## src/rtl/shift_cmd_queue.sv

```systemverilog
// shift_cmd_queue: show-ahead circular buffer of {data, shift, dir} commands feeding a barrel shifter
module shift_cmd_queue #(
    parameter int DATA_W  = 8,
    parameter int SHIFT_W = 3,
    parameter int DEPTH   = 4
) (
    input  logic                       clk,
    input  logic                       rst_n,
    input  logic                       in_valid,
    output logic                       in_ready,
    input  logic [DATA_W-1:0]          in_data,
    input  logic [SHIFT_W-1:0]         in_shift,
    input  logic                       in_dir,
    output logic                       out_valid,
    input  logic                       out_ready,
    output logic [DATA_W-1:0]          out_data,
    output logic [SHIFT_W-1:0]         out_shift,
    output logic                       out_dir,
    output logic [$clog2(DEPTH):0]     count
);
    localparam int AW = $clog2(DEPTH);
    localparam int EW = DATA_W + SHIFT_W + 1;
    localparam logic [AW:0] FULL = (AW+1)'(DEPTH);
    logic [EW-1:0] mem [DEPTH];
    logic [AW-1:0] wr_ptr, rd_ptr;
    logic          push, pop;
    assign in_ready  = count != FULL;
    assign out_valid = count != '0;
    assign push      = in_valid && in_ready;
    assign pop       = out_valid && out_ready;
    // Empty queue presents zeros so the shifter sees a quiet input
    assign {out_data, out_shift, out_dir} = out_valid ? mem[rd_ptr] : '0;
    always_ff @(posedge clk)
        if (push) mem[wr_ptr] <= {in_data, in_shift, in_dir};
    always_ff @(posedge clk or negedge rst_n)
        if (!rst_n) begin
            wr_ptr <= '0;
            rd_ptr <= '0;
            count  <= '0;
        end else begin
            if (push) wr_ptr <= wr_ptr + 1'b1;
            if (pop) rd_ptr <= rd_ptr + 1'b1;
            if (push != pop) count <= push ? count + 1'b1 : count - 1'b1;
        end
endmodule

```

## config.mk

```make
export PLATFORM = sky130hd
export DESIGN_NAME = shift_cmd_queue
export DESIGN_NICKNAME = d
export VERILOG_FILES = /design/src/rtl/shift_cmd_queue.sv
export SDC_FILE = /design/constraint.sdc
export NUM_CORES = 1
export LEC_CHECK = 0
export CORE_MARGIN = 2
export CORE_UTILIZATION = 48
export CTS_CLUSTER_SIZE = 24
export DETAILED_ROUTE_END_ITERATION = 16
export PLACE_DENSITY = 0.83
export SLEW_MARGIN = 20
export SYNTH_ARGS = -nofsm -noshare
export SYNTH_HDL_FRONTEND = slang
export SYNTH_SLANG_ARGS = --single-unit
```

## constraint.sdc

```tcl
create_clock -name clk -period 6.25 [get_ports clk]
set_clock_uncertainty 0.1 [all_clocks]
set_input_delay 1.25 -clock clk [delete_from_list [all_inputs] [get_ports clk]]
set_output_delay 1.25 -clock clk [all_outputs]
set_load 0.02 [all_outputs]
```

==> flow_summary.ini <==
[pwr]
vdd_drop_max_v = 0.000258
power.density_mw_per_mm2 = 475
total_leakage_power_uw = 0.000940

[timing]
finalHoldViolCount = 0
relSlewSlack_pct = 44.2
fmax_mhz = 256
tns_ns = 0
finalCritPeriodShare_pct = 62.4
worst_slew_pin_slew_ns = 0.836
report.final.slew_viol_count = 0
rsz0062_at_grt = no
period_needed_ns = 3.90
setup_viol_count_final = 0
postLayoutSetupSlackWorst_ns = 2.35

[worst_hold_path]
hp-class = reg -> reg

[cells_and_area]
layout_common_cells = edfxtp_1 (48), clkdlybuf4s50_1 (32), and2_1 (16), mux4_2 (8), dfrtp_1 (7)
design_area_mm2 = 0.00275
n_antenna_cell = 0
area_delta_synth_final_pct = 17.7
finalCoreUtilization_pct = 58.5
drive_gt1_share_pct = 9.88
fin_nets = 182
final_common_cell = edfxtp_1

[worst_setup_path]
path_max_fanout = 14
cp.arrival_ns = 2.55
cp-start-kind = flop
cp_data_required_time_ns = 4.90
worstSetupEndpointType = output port
crit_type = reg -> out

[global_routing]
antenna_found_initial = 0
grt_pass1_vias = 1295
overflow = 0
grt_pass1_wl_um = 6470
grtUsageTotal_pct = 16.5
grt_max_degree = 16

[routing]
first_pass_iters = 4
wl_per_cell_um = 18.7
avgViaCountPerCell = 5.61
drtIter0Drc = 129
drtAntennaViolNets = 0
num_vias = 1211
drc_errors = 0
finalWirelength_um = 4030

[clock_tree]
clk_pin_slew_ns = 0.09
cts_root_buf = clkbuf_8
cts_buffers = 5
cts_buffer_depth = 2
cts_hold_buffers = 0
post_cts_buffers = 0
cts_tree = built
cts_resized = 0
clk_latency_ns = 0.29
htree_num_levels = 2
clock-sinks = 55

[floorplan]
die_area_mm2 = 0.00543
core_mm2 = 0.00469
initial_utilization_pct = 49.7
die_h_um = 73.7
num_rows = 25
die_width_um = 73.7
ioPinCount = 33

[place]
place_area_mm2 = 0.00266
dpl_worst_slack_ns = 2.38
dp_hpwl_um = 2660
numPortBuffers = 32
routabilityCongestion = 0.808

[synthesis]
synth_area_mm2 = 0.00233
netlist_instances = 129
synth_seq_area_share_pct = 69.3
synth_cell_types = 25
avgSynthCellArea_um2 = 18.1
syn_nets = 150
yosys_warnings = 0
synth_seq_cells = 55

[status]
status = finished, final reports clean

[job]
maxCapViolCount = 0
-- synthesized netlist by cell type --
master | n | share of area, %
a21boi_1 | 1 | 0.32
a221o_1 | 1 | 0.43
and2_1 | 16 | 4.3
buf_12 | 1 | 0.86
buf_2 | 2 | 0.43
buf_4 | 1 | 0.32
buf_6 | 1 | 0.48
clkbuf_1 | 2 | 0.32
dfrtp_1 | 7 | 7.5
edfxtp_1 | 48 | 62
fa_1 | 1 | 0.86
ha_1 | 4 | 2.1
inv_1 | 4 | 0.64
mux2_2 | 2 | 0.97
mux4_1 | 4 | 4.5
mux4_2 | 8 | 7.7
nand2_1 | 5 | 0.80
nand3_1 | 4 | 0.86
nor2_1 | 3 | 0.48
o211ai_1 | 2 | 0.64
o21ai_0 | 4 | 0.86
o31ai_1 | 1 | 0.32
or3_1 | 2 | 0.54
xnor2_1 | 4 | 1.5
xor2_1 | 1 | 0.38
-- cell type report --
cell class	count	area [um^2]
Fill cell	362	1950
Sequential cell	55	1620
Multi-Input combinational cell	63	644
Timing Repair Buffer	32	320
Clock buffer	7	76.3
Tap cell	54	67.6
Inverter	4	15.0
Clock inverter	1	5.00
-- metal layers --
metal | GRT usage (%) | up-vias | wire (um)
li1 | - | 552 | -
met1 | 20.7 | 619 | 1740
met2 | 28.7 | 36 | 2080
met3 | 3.84 | 4 | 185
met4 | 4.24 | 0 | 27
met5 | 0 | - | 0
-- sequential cells by signal, summed over array words and instances (netlist names) --
signal	flops
mem	48
count	3
rd_ptr	2
wr_ptr	2
-- logic make-up (layout without fill, tap and decap cells) --
group                    count (synthesis)  count (layout)  share of synthesized area (%)
multiplexers                            14              14                           13.2
AND/OR/NAND/NOR                         30              30                           6.97
flip-flops                              55              55                           69.3
adder cells (fa/ha/maj)                  5               5                           3.00
XOR/XNOR                                 5               5                           1.88
AO/OA/AOI/OAI                            9               9                           2.58
buffers and inverters                   11              44                           3.06
-- report_power, final --
| part | internal (uW) | switching, uW | total [uW] | leakage (uW) |
|---|---|---|---|---|
| Sequential | 492 | 85.5 | 578 | 0.000522 |
| Combinational | 292 | 256 | 547 | 0.000376 |
| Clock | 78.8 | 101 | 180 | 0.0000422 |
| Total | 863 | 442 | 1310 | 0.000940 |
-- worst max-delay path, stage by stage (launching register included) --
cell	delay, ns
dfrtp_1	0.90
mux4_1	0.65
and2_1	0.17
clkdlybuf4s50_1	0.54
-- stage by stage --
step	total power, uW	std cells	hold slack, ns
floorplan	929	129	0.434
global placement	1110	208	0.443
detailed placement	1140	208	0.460
CTS	1320	216	0.480
global route	1390	216	0.519
finish	1310	216	0.477
-- path summary, 6_finish.rpt --
check,slack (ns),endpoint,cells after the start,start
max in group asynchronous,4.68,wr_ptr[0],1,rst_n
worst max-delay path,2.35,out_data[7],3,rd_ptr[0]
worst max register to register,3.70,count[2],7,count[0]
min in group asynchronous,1.12,count[1],1,rst_n
worst min register to register,0.48,wr_ptr[1],1,wr_ptr[1]
worst min-delay path,0.48,wr_ptr[1],1,wr_ptr[1]
Power figures use the tool's default switching activity.
